===== src/rtl/keypad_pkg.sv =====
// Shared types and constants for the keypad HH:MM entry path.
package keypad_pkg;

  typedef enum logic [2:0] {IDLE, ARM, COLLECT, VALIDATE, LOAD, ERR} state_e;
  typedef enum logic {TIME, ALARM} target_e;

  localparam logic [7:0] MAX_HOUR_BCD = 8'h23;
  localparam logic [3:0] MAX_MIN_TENS = 4'd5;
  localparam logic [2:0] NUM_DIGITS   = 3'd4;

endpackage


===== src/rtl/bcd_time_check.sv =====
// Combinational sanity check of a 4-digit BCD HH:MM word (00:00 .. 23:59).
module bcd_time_check
  import keypad_pkg::*;
(
  input  logic [15:0] bcd_word,
  output logic        valid
);

  logic [3:0] nibble_ok;
  logic [3:0] h_tens;
  logic [3:0] m_tens;

  genvar gi;
  for (gi = 0; gi < 4; gi++) begin : g_nibble
    assign nibble_ok[gi] = (bcd_word[4*gi +: 4] <= 4'd9);
  end

  assign h_tens = bcd_word[15:12];
  assign m_tens = bcd_word[7:4];

  // With every nibble a legal digit, the BCD hour compares numerically.
  assign valid = (&nibble_ok) &&
                 (h_tens <= 4'd2) &&
                 (bcd_word[15:8] <= MAX_HOUR_BCD) &&
                 (m_tens <= MAX_MIN_TENS);

endmodule


===== src/rtl/keypad_entry_ctrl.sv =====
// Frames, validates and loads an HH:MM keypad entry for clock or alarm time.
// Optional abandoned-entry timeout is built when ENTRY_TIMEOUT_EN is defined.
module keypad_entry_ctrl
  import keypad_pkg::*;
#(
  parameter int unsigned TIMEOUT_CYCLES = 1000,
  parameter int unsigned TMO_W          = 10
) (
  input  logic        clk,
  input  logic        rst_n,
  input  logic [15:0] keypad_values,
  input  logic        shift_pulse,
  input  logic        set_time_req,
  input  logic        set_alarm_req,
  input  logic        confirm,
  input  logic        cancel,
  output logic        keypad_reset_shift,
  output logic        load_time,
  output logic        load_alarm,
  output logic [7:0]  hours_bcd,
  output logic [7:0]  minutes_bcd,
  output logic [2:0]  digit_count,
  output logic        entry_error,
  output logic        busy
);

  if (TIMEOUT_CYCLES >= (1 << TMO_W)) begin : g_bad_tmo_w
    $error("TMO_W is too narrow to count to TIMEOUT_CYCLES");
  end

  state_e      state_q, state_d;
  target_e     target_q, target_d;
  logic [2:0]  count_q, count_d;
  logic        error_q, error_d;
  logic [7:0]  hours_q, hours_d;
  logic [7:0]  minutes_q, minutes_d;
  logic        reset_shift_q, reset_shift_d;
  logic        load_time_q, load_time_d;
  logic        load_alarm_q, load_alarm_d;
  logic        busy_q, busy_d;

  logic        time_ok;
  logic        req_any;
  target_e     req_target;
  logic        tmo_hit;

  bcd_time_check u_check (
    .bcd_word (keypad_values),
    .valid    (time_ok)
  );

`ifdef ENTRY_TIMEOUT_EN
  logic [TMO_W-1:0] tmo_q, tmo_d;

  always_comb begin
    tmo_d = tmo_q + TMO_W'(1);
    if (state_q != COLLECT || shift_pulse) tmo_d = '0;
  end

  always_ff @(posedge clk or negedge rst_n) begin
    if (!rst_n) tmo_q <= '0;
    else        tmo_q <= tmo_d;
  end

  assign tmo_hit = (tmo_q == TMO_W'(TIMEOUT_CYCLES));
`else
  assign tmo_hit = 1'b0;
`endif

  assign req_any    = set_time_req | set_alarm_req;
  assign req_target = set_time_req ? TIME : ALARM;

  always_comb begin
    state_d   = state_q;
    target_d  = target_q;
    count_d   = count_q;
    error_d   = error_q;
    hours_d   = hours_q;
    minutes_d = minutes_q;

    case (state_q)
      IDLE: begin
        if (req_any) begin
          state_d  = ARM;
          target_d = req_target;
          error_d  = 1'b0;
          count_d  = '0;
        end
      end
      ARM: begin
        state_d = COLLECT;
        count_d = '0;
      end
      COLLECT: begin
        // A digit arriving with confirm is counted before validation.
        if (shift_pulse && count_q != NUM_DIGITS) count_d = count_q + 3'd1;
        if (cancel) begin
          state_d = IDLE;
        end else if (req_any) begin
          state_d  = ARM;
          target_d = req_target;
          error_d  = 1'b0;
          count_d  = '0;
        end else if (confirm) begin
          state_d = VALIDATE;
        end else if (tmo_hit) begin
          state_d = ERR;
          error_d = 1'b1;
        end
      end
      VALIDATE: begin
        if (time_ok && count_q == NUM_DIGITS) begin
          state_d   = LOAD;
          hours_d   = keypad_values[15:8];
          minutes_d = keypad_values[7:0];
        end else begin
          state_d = ERR;
          error_d = 1'b1;
        end
      end
      LOAD:    state_d = IDLE;
      ERR:     state_d = IDLE;
      default: state_d = IDLE;
    endcase

    reset_shift_d = (state_d == ARM);
    load_time_d   = (state_d == LOAD) && (target_d == TIME);
    load_alarm_d  = (state_d == LOAD) && (target_d == ALARM);
    busy_d        = (state_d != IDLE);
  end

  always_ff @(posedge clk or negedge rst_n) begin
    if (!rst_n) begin
      state_q       <= IDLE;
      target_q      <= TIME;
      count_q       <= '0;
      error_q       <= 1'b0;
      hours_q       <= '0;
      minutes_q     <= '0;
      reset_shift_q <= 1'b0;
      load_time_q   <= 1'b0;
      load_alarm_q  <= 1'b0;
      busy_q        <= 1'b0;
    end else begin
      state_q       <= state_d;
      target_q      <= target_d;
      count_q       <= count_d;
      error_q       <= error_d;
      hours_q       <= hours_d;
      minutes_q     <= minutes_d;
      reset_shift_q <= reset_shift_d;
      load_time_q   <= load_time_d;
      load_alarm_q  <= load_alarm_d;
      busy_q        <= busy_d;
    end
  end

  assign keypad_reset_shift = reset_shift_q;
  assign load_time          = load_time_q;
  assign load_alarm         = load_alarm_q;
  assign hours_bcd          = hours_q;
  assign minutes_bcd        = minutes_q;
  assign digit_count        = count_q;
  assign entry_error        = error_q;
  assign busy               = busy_q;

endmodule


===== config.mk =====
export PLATFORM = sky130hd
export DESIGN_NAME = keypad_entry_ctrl
export DESIGN_NICKNAME = d
export VERILOG_FILES = /design/src/rtl/keypad_pkg.sv /design/src/rtl/bcd_time_check.sv /design/src/rtl/keypad_entry_ctrl.sv
export SDC_FILE = /design/constraint.sdc
export NUM_CORES = 1
export LEC_CHECK = 0
export CORE_MARGIN = 5
export CORE_UTILIZATION = 47
export CTS_CLUSTER_SIZE = 14
export DETAILED_ROUTE_END_ITERATION = 16
export PLACE_DENSITY = 0.85
export SKIP_CTS_REPAIR_TIMING = 1
export SLEW_MARGIN = 0
export SYNTH_ARGS = -nofsm -noshare
export SYNTH_HDL_FRONTEND = slang
export SYNTH_HIERARCHICAL = 1
export SYNTH_SLANG_ARGS = --single-unit

===== constraint.sdc =====
create_clock -name clk -period 3.59 [get_ports clk]
set_clock_uncertainty 0.1 [all_clocks]
set_input_delay 0.718 -clock clk [delete_from_list [all_inputs] [get_ports clk]]
set_output_delay 0.718 -clock clk [all_outputs]
set_load 0.005 [all_outputs]

==> results.sh <==
export IMPL_synth_xor_area_share_pct=1.37
export IMPL_synthMuxAreaShare_pct=18.1
export IMPL_syn_area_sq_um=1270
export IMPL_synth_cells=95
export IMPL_holdCritPathClass="register to register"
export IMPL_reg2reg_depth=6
export IMPL_antenna_found_initial=0
export IMPL_finalHoldViolCount=0
export IMPL_start_kind="input pin"
export IMPL_r2r_slack_ps=1770
export IMPL_finalNetCount=169
export IMPL_critical_path_peak_fanout=18
export IMPL_internal_power_mw=0.519
export IMPL_grt_overflow_total=0
export IMPL_core_sq_um=2540
export IMPL_wl_um=2580
export IMPL_drv_cap=0
export IMPL_place_hpwl_um=1980
export IMPL_viasPerCell=5.17
export IMPL_critical_path_class="input pin to register"
export IMPL_setup_viol=0
export IMPL_initial_utilization_pct=50.1
export IMPL_dieArea_sq_um=3850
export IMPL_grt_pass1_vias=941
export IMPL_synth_compound_gate_area_share_pct=7.85
export IMPL_total_power_mw=0.759
export IMPL_critical_path_arrival_ps=2670
export IMPL_avgSynthCellArea_sq_um=13.4
export IMPL_path_clk_slew_ps=140
export IMPL_dp_slack_ps=692
export IMPL_synthSimpleGateAreaFrac_pct=11.6
export IMPL_syn_nets=120
export IMPL_status="finished, final reports clean"
export IMPL_cts_tree="done"
export IMPL_synth_top_family_by_area="multiplexers"
export IMPL_drcViolationCount=0
export IMPL_worstPathRequired_ps=3710
export IMPL_drt_wirelength_per_cell_um=15.0
export IMPL_grt_pass1_wl_um=4300
export IMPL_switchingPower_mw=0.239
export IMPL_clk_root_buffer_cell="clkbuf_4"
export IMPL_p_seq_share_pct=54.5
export IMPL_min_path_cells=1
export IMPL_rows=18
export IMPL_gp_congestion=0.762
export IMPL_insertedDiodeCount=0
export IMPL_area_growth_pct=38.7
export IMPL_p_per_area_nw_per_um2=429
export IMPL_antenna_left=0
export IMPL_fin_cells=172
export IMPL_cts_path_max_buffers=2
export IMPL_p_leak_nw=0.783
export IMPL_fin_util_pct=69.5
export IMPL_drive_gt1_share_pct=19.0
export IMPL_yosys_most_used_dff="dfrtp_1"
export IMPL_period_share_pct=71.0
export IMPL_clock_latency_ps=310
export IMPL_crit_path_end_kind="register"
export IMPL_ys_types=32
export IMPL_timing_slew_headroom_pct=76.5
export IMPL_initialDrtViolationCount=22
export IMPL_finalCriticalPeriod_ps=2550
export IMPL_rsz0062_at_grt="false"
export IMPL_multi_input_area_sq_um=520
export IMPL_maxSlewViolCount=0
export IMPL_place_inst=169
export IMPL_vdd_ir_drop_max_mv=0.324
export IMPL_worst_slack_ps=1040
export IMPL_cts_buffers=3
export IMPL_htree_num_levels=1
export IMPL_clock_sinks=28
export IMPL_grt_max_degree=29
export IMPL_worstReg2RegEnd="minutes_bcd[0]"
export IMPL_grt_util_all_layers_pct=15.0
export IMPL_fmax_mhz=392
export IMPL_async_reset_ff_share_pct=100
export IMPL_p_sw_share_pct=31.5
export IMPL_firstDrtPassIters=4
export IMPL_yosysWarnings=6
export IMPL_reg2reg_from="digit_count[0]"
export IMPL_fill_cells=198
export IMPL_synth_seq_cells=28
export IMPL_ioPinCount=47
export IMPL_seq_area_sq_um=701
export IMPL_die_w_um=62.1
export IMPL_p_clk_share_pct=16.3
export IMPL_post_synth_fa_ha_maj_area_fraction_pct=1.96
export IMPL_ys_seq_area_share_pct=55.0
export IMPL_hold_end="minutes_bcd[2]"
export IMPL_pwr_share_comb_pct=29.2
export IMPL_tightest_slew_ps=352
export IMPL_vias=890
export IMPL_hp_start="minutes_bcd[2]"
export IMPL_die_y_um=62.1
export IMPL_fin_setup_tns_ps=0
export IMPL_synth_edf_count=0
export IMPL_numPortBuffers=46
-- worst max-delay path, stage by stage --
cell and delay (ps):
clkdlybuf4s50_1 430, a2111oi_2 340, and4_1 240, nand3_1 140, nor3_4 130, buf_4 290
mux2_2 370
-- cell usage after synthesis (2+ instances only) --
library cell	count	share of area (%)
mux2i_1	2	1.6
ha_1	2	2.0
o21ai_0	4	1.6
nor2b_1	2	0.98
dfrtp_1	28	55
mux2_2	8	7.1
nand2_1	2	0.59
nor2_1	9	2.6
inv_1	3	0.88
buf_6	2	1.8
mux2_4	8	9.4
o31ai_1	3	1.8
a21oi_1	3	1.2
-- layout make-up --
cell class / instances / area share (%)
clock buffer: 3 / 1.27
inverter: 3 / 0.637
multi-input combinational: 60 / 29.4
sequential: 28 / 39.6
tap: 30 / 2.12
timing repair buffer: 48 / 26.9
-- sequential cells by signal, indices dropped and copies added, names as in the netlist --
name and cells:
target_q 1, load_time 1, keypad_reset_shift 1, state_q 3
busy 1, entry_error 1, digit_count 3, hours_bcd 8
minutes_bcd 8, load_alarm 1
-- routing by layer --
layer / routed length (um) / vias to the layer above / track usage (%)
li1: - / 428 / -
met1: 1140 / 423 / 20.7
met2: 1180 / 39 / 23.4
met3: 256 / 0 / 4.34
met4: 0 / 0 / 3.64
met5: 0 / - / 0
-- worst max path at each step --
stage / slack (ps) / from / endpoint / cells after the start
after floorplan: 1180 / keypad_values[6] / hours_bcd[0] / 6
after global placement: 750 / keypad_values[6] / minutes_bcd[7] / 7
after detailed placement: 690 / keypad_values[6] / minutes_bcd[7] / 7
after CTS: 1050 / keypad_values[6] / minutes_bcd[7] / 7
after global routing: 920 / keypad_values[15] / hours_bcd[7] / 7
final: 1040 / keypad_values[6] / minutes_bcd[0] / 7
-- cells in the final DEF (no fill, tap or decap), types with 2 or more instances in the layout --
cell type,Yosys,routed
clkdlybuf4s50_1,0,46
dfrtp_1,28,28
nor2_1,9,9
mux2_4,8,8
mux2_2,8,8
o21ai_0,4,4
o31ai_1,3,3
a21oi_1,3,3
inv_1,3,3
clkbuf_4,0,3
nand2_1,2,2
mux2i_1,2,2
nor2b_1,2,2
ha_1,2,2
buf_4,0,2
-- through the flow --
step / hold slack, ps / area [sq um]
2_1_floorplan: 322 / 1270
5_1_grt: 455 / 1770
4_1_cts: 432 / 1770
6_report: 429 / 1770
3_3_place_gp: 395 / 1750
3_5_place_dp: 399 / 1750
-- cell families (layout without fill, tap and decap cells) --
logic type / Yosys count / count (layout)
AOI/OAI and AO/OA: 14 / 14
xor gates and xnor gates: 2 / 2
adders and majority gates: 2 / 2
buffers and inverters: 7 / 54
DFF: 28 / 28
muxes: 18 / 18
and+or+nand+nor: 24 / 24
-- power groups by stage --
| stage | registers, mW | clock network [mW] | logic (mW) |
|---|---|---|---|
| final | 0.413 | 0.124 | 0.221 |
| after global routing | 0.423 | 0.142 | 0.251 |
| after CTS | 0.414 | 0.128 | 0.225 |
| after detailed placement | 0.420 | 0 | 0.224 |
| after global placement | 0.417 | 0 | 0.217 |
| after floorplan | 0.384 | 0 | 0.174 |
Note: power is estimated with default switching activity, not from simulation.
==> patch 1: new RTL, same settings <==
Build with the macro `ENTRY_TIMEOUT_EN` defined.
--- a/src/rtl/keypad_entry_ctrl.sv
+++ b/src/rtl/keypad_entry_ctrl.sv
@@ -1,5 +1,7 @@
 // Frames, validates and loads an HH:MM keypad entry for clock or alarm time.
 // Optional abandoned-entry timeout is built when ENTRY_TIMEOUT_EN is defined.
+`define ENTRY_TIMEOUT_EN
+
 module keypad_entry_ctrl
   import keypad_pkg::*;
 #(
Behaviour: no difference found for any inputs over 10 cycles, from zero or initial values and one cycle with rst_n low; that may be too few to reach the edited logic, so the function may still have changed.
==> patch 1 against the unedited design <==
- power increased by 120%
- synthesized cell count increased by 55%
- final area increased by 34%
- synthesized area increased by 39%
- sequential power increased by 65%
- largest power group unchanged
- sequential cell count increased by 10
- wire length increased by 46%
- critical endpoint is now hours_bcd[4]
- highest routed layer is now met4
- via count increased by 47%
- register-to-register slack got worse by 0.52 ns
- critical path depth unchanged
- combinational power increased to 3.0 times the old value
- setup slack got worse by 0.22 ns
==> patch 1: results (changes against the unedited design) <==
- DR vias/cell: 5.31 (+2.6%)
- DRT iter0 DRCs: 47 (+110%)
- R2R setup slack: 1.25 ns (-0.52 ns)
- Total GRT Usage: 16.3% (+1.2 points)
- Top cells by count, synth: 38 x dfrtp_1, 16 x nor2_1, 9 x mux2_4
- Gate Count Post-Synth: 147 (+55%)
- Placed cell area: 2270 µm² (+30%)
- TritonCTS Buffers: 5 (+2)
- CP max FO: 17 (-1)
- Wire per inst: 15.3 µm (+2.2%)
- Met1 usage: 19.6% (-1.1 points)
- Routability-driven placement congestion ratio: 0.791 (+3.8%)
- Antenna diode count: 0 (unchanged)
- Global Route met3 Usage: 6.59% (+2.3 points)
- R2r worst-path depth: 7 (+1)
- Root Driver: clkbuf_8
- Netlist cell types: 38 (+19%)
- RR Startpoint: tmo_q[0]
- Highest routed layer: met4
- First-pass GRT wire length: 6550 µm (+52%)
- VDD IR max: 0.000403 V (+24%)
- Largest delay share family, worst path: compound AO/OA/AOI/OAI gates
- HP Class: register to register
- Clock Pin Slew Worst Setup and Hold Paths: 0.08 ns (-0.06 ns)
- FF-to-FF End: hours_bcd[4]
- Drt total wl: 3770 µm (+46%)
- Syn Nets: 174 (+45%)
- Share of cells above drive strength 1: 15.2% (-3.9 points)
- Placed Cells incl. Taps: 238 (+41%)
- M1 WL: 1610 µm (+41%)
- Met2 wire length: 1840 µm (+56%)
- Outcome: complete, no violations
- Largest net degree at the start of global routing: 39 (+34%)
- Clock Latency Late Sink: 0.29 ns (-0.02 ns)
- Routed length on met3: 275 µm (+7.4%)
- CP max-delay cell: clkdlybuf4s50_1
- CP peak stage delay: 0.43 ns (about the same)
- Leakage: 0.000984 µW (+26%)
- # H-tree levels: 2 (+1)
- Data arrival time of the worst path: 2.86 ns (+0.19 ns)
- Crit share post-route: 77.3% (+6.2 points)
- Nets@finish: 224 (+33%)
- Vias in the first global route: 1462 (+55%)
- Area contributors post-synth: dfrtp_1 54%, mux2_4 7.6%, mux2_2 4.5%
- Met2 GRT Util: 25.9% (+2.5 points)
- Seq/Total Area, Yosys: 53.8% (-1.1 points)
- Hpwl dp: 2820 µm (+42%)
- Dpl ws: 0.486 ns (-0.206 ns)
- Worst Max-Slew Pin Slew: 0.759 ns (+0.407 ns)
==> patch 1: cell types whose count changed after synthesis, moves of 2 or more <==
cell      before  now
or3_1          0    4
ha_1           2    4
nand2b_1       0    4
inv_1          3    7
a21oi_1        3    7
dfrtp_1       28   38
o21ai_0        4    7
nor2_1         9   16
nand3_1        1    4
clkbuf_1       0    2
xnor2_1        1    5
==> patch 1: report_power, final <==
group          switching (µW)  internal, µW  leakage, µW  total (µW)
Sequential                112           571     0.000487         683
Clock                     159           136    0.0000441         295
Combinational             238           422     0.000453         660
==> patch 1: worst min-delay path by stage <==
stage | from | end | slack, ns | depth (start not counted)
6_report | minutes_bcd[3] | minutes_bcd[3] | 0.42 | 1
5_1_grt | minutes_bcd[7] | minutes_bcd[7] | 0.44 | 1
4_1_cts | tmo_q[0] | tmo_q[0] | 0.42 | 1
3_5_place_dp | minutes_bcd[7] | minutes_bcd[7] | 0.39 | 1
3_3_place_gp | tmo_q[0] | tmo_q[0] | 0.39 | 1
2_1_floorplan | rst_n | busy | 0.32 | 0
==> patch 1: cell type report <==
class	count	area (µm²)
fillers	297	1300
flip-flops and latches	38	951
multi-input cells	98	766
repair buffers	47	468
clock buffers	5	68.8
well taps	48	60.1
inverters	7	26.3
clock inverters	3	21.3
==> patch 1: logic make-up (layout without fill, tap and decap cells) <==
family                   after synthesis  after routing  synth area share [%]
adder cells (fa/ha/maj)                4              4                  2.83
AO/OA/AOI/OAI                         25             25                  10.6
multiplexers                          17             17                  12.7
AND/OR/NAND/NOR                       45             45                  13.8
flip-flops                            38             38                  53.8
buffers and inverters                 11             62                  2.83
XOR/XNOR                               7              7                  3.47
==> patch 2: new RTL, same settings <==
Without the edit above. Re-encode `state_e` (6 states) as Gray code, 3 bits wide.
--- a/src/rtl/keypad_pkg.sv
+++ b/src/rtl/keypad_pkg.sv
@@ -1,7 +1,7 @@
 // Shared types and constants for the keypad HH:MM entry path.
 package keypad_pkg;
 
-  typedef enum logic [2:0] {IDLE, ARM, COLLECT, VALIDATE, LOAD, ERR} state_e;
+  typedef enum logic [2:0] {IDLE = 3'b000, ARM = 3'b001, COLLECT = 3'b011, VALIDATE = 3'b010, LOAD = 3'b110, ERR = 3'b111} state_e;
   typedef enum logic {TIME, ALARM} target_e;
 
   localparam logic [7:0] MAX_HOUR_BCD = 8'h23;
Check against the original RTL: same outputs for any inputs over 10 cycles, from zero or initial values and one cycle with rst_n low; not proved beyond that.
==> patch 2 against the unedited design <==
- sequential cell count stayed put
- wire length is 9.8% higher
- sequential share of layout area is 0.72 points lower
- final area is 1.8% higher
- highest routed layer is now met4
- final cell count is 1.7% higher
- setup slack worse by 0.092 ns
- power is 19% higher
- combinational power is 26% higher
- synthesized area hardly changed
- utilization is 1.3 points higher
==> patch 2: results (changes against the unedited design) <==
- Netlist cell types: 33 (+3.1%)
- Placed cell area: 1750 µm² (+0.14%)
- TritonCTS Buffers: 3 (unchanged)
- First-pass GRT wire length: 4640 µm (+7.9%)
- Vias in the first global route: 962 (+2.2%)
- Routability-driven placement congestion ratio: 0.755 (-0.97%)
- Met2 wire length: 1480 µm (+25%)
- Met2 GRT Util: 30.0% (+6.7 points)
- Data arrival time of the worst path: 2.76 ns (+0.09 ns)
- Placed Cells incl. Taps: 171 (+1.2%)
- Outcome: complete, no violations
- Dpl ws: 0.609 ns (-0.0834 ns)
- Area contributors post-synth: dfrtp_1 55%, mux2_4 9.4%, mux2_2 7.1%
- Global Route met3 Usage: 5.37% (+1.0 points)
- Seq/Total Area, Yosys: 55.0% (about the same)
- Share of cells above drive strength 1: 20.7% (+1.7 points)
- CP max FO: 13 (-5)
- Post-synthesis mux area share: 17.3% (-0.77 points)
- Routed length on met3: 111 µm (-57%)
- Highest routed layer: met4
- Top cells by count, synth: 28 x dfrtp_1, 8 x mux2_2, 8 x mux2_4
- DRT iter0 DRCs: 6 (-73%)
- Antenna-violating nets left: 0 (unchanged)
- Adder-Cell Fraction of Synth Area: 1.96% (about the same)
- Compound-cell area share of the yosys netlist: 8.74% (+0.89 points)
- Largest net degree at the start of global routing: 29 (unchanged)
- Via count: 895 (+0.56%)
- Syn Nets: 121 (+0.83%)
- Leakage: 0.000820 µW (+4.7%)
- Wire per inst: 16.2 µm (+7.9%)
- Data buffer area share: 26.4% (-0.49 points)
- M1 WL: 1220 µm (+7.5%)
- Gate Count Post-Synth: 96 (+1.1%)
- Met1 usage: 19.5% (-1.2 points)
- Drt total wl: 2830 µm (+9.8%)
- Nets@finish: 171 (+1.2%)
- Seq/total area: 38.9% (-0.72 points)
- Total GRT Usage: 16.7% (+1.7 points)
- Multi-In Gates: 60 (unchanged)
- VDD IR max: 0.000438 V (+35%)
- Post-Layout Inst Area: 1800 µm² (+1.8%)
- Synth Area in XOR/XNOR: 1.38% (about the same)
- # fillers: 179 (-9.6%)
[patch 2: cell count changes after synthesis, moves of 2 or more]
cell | before | now
a21oi_1 | 3 | 1
inv_1 | 3 | 5
nand2_1 | 2 | 6
nor2_1 | 9 | 6
o211ai_1 | 0 | 3
[patch 2: critical path: stages]
cell	delay, ns
clkdlybuf4s50_1	0.44
a2111oi_2	0.35
and4_1	0.24
and4_1	0.36
buf_4	0.29
mux2_2	0.36
[patch 2: path summary, 6_finish.rpt]
kind                             startpoint              to  slack, ns  cells past startpoint
setup / recovery           keypad_values[6]    hours_bcd[5]       0.95                      6
hold / removal                  entry_error     entry_error       0.42                      2
setup reg to reg                 state_q[2]    hours_bcd[5]       1.58                      4
hold reg to reg                 entry_error     entry_error       0.42                      2
max in group asynchronous             rst_n      state_q[2]       2.47                      2
min in group asynchronous             rst_n  digit_count[0]       0.67                      2
[patch 2: where the power goes]
group	internal (µW)	total, µW	switching [µW]
Sequential	367	422	55.2
Clock	113	202	89.6
Combinational	151	279	128
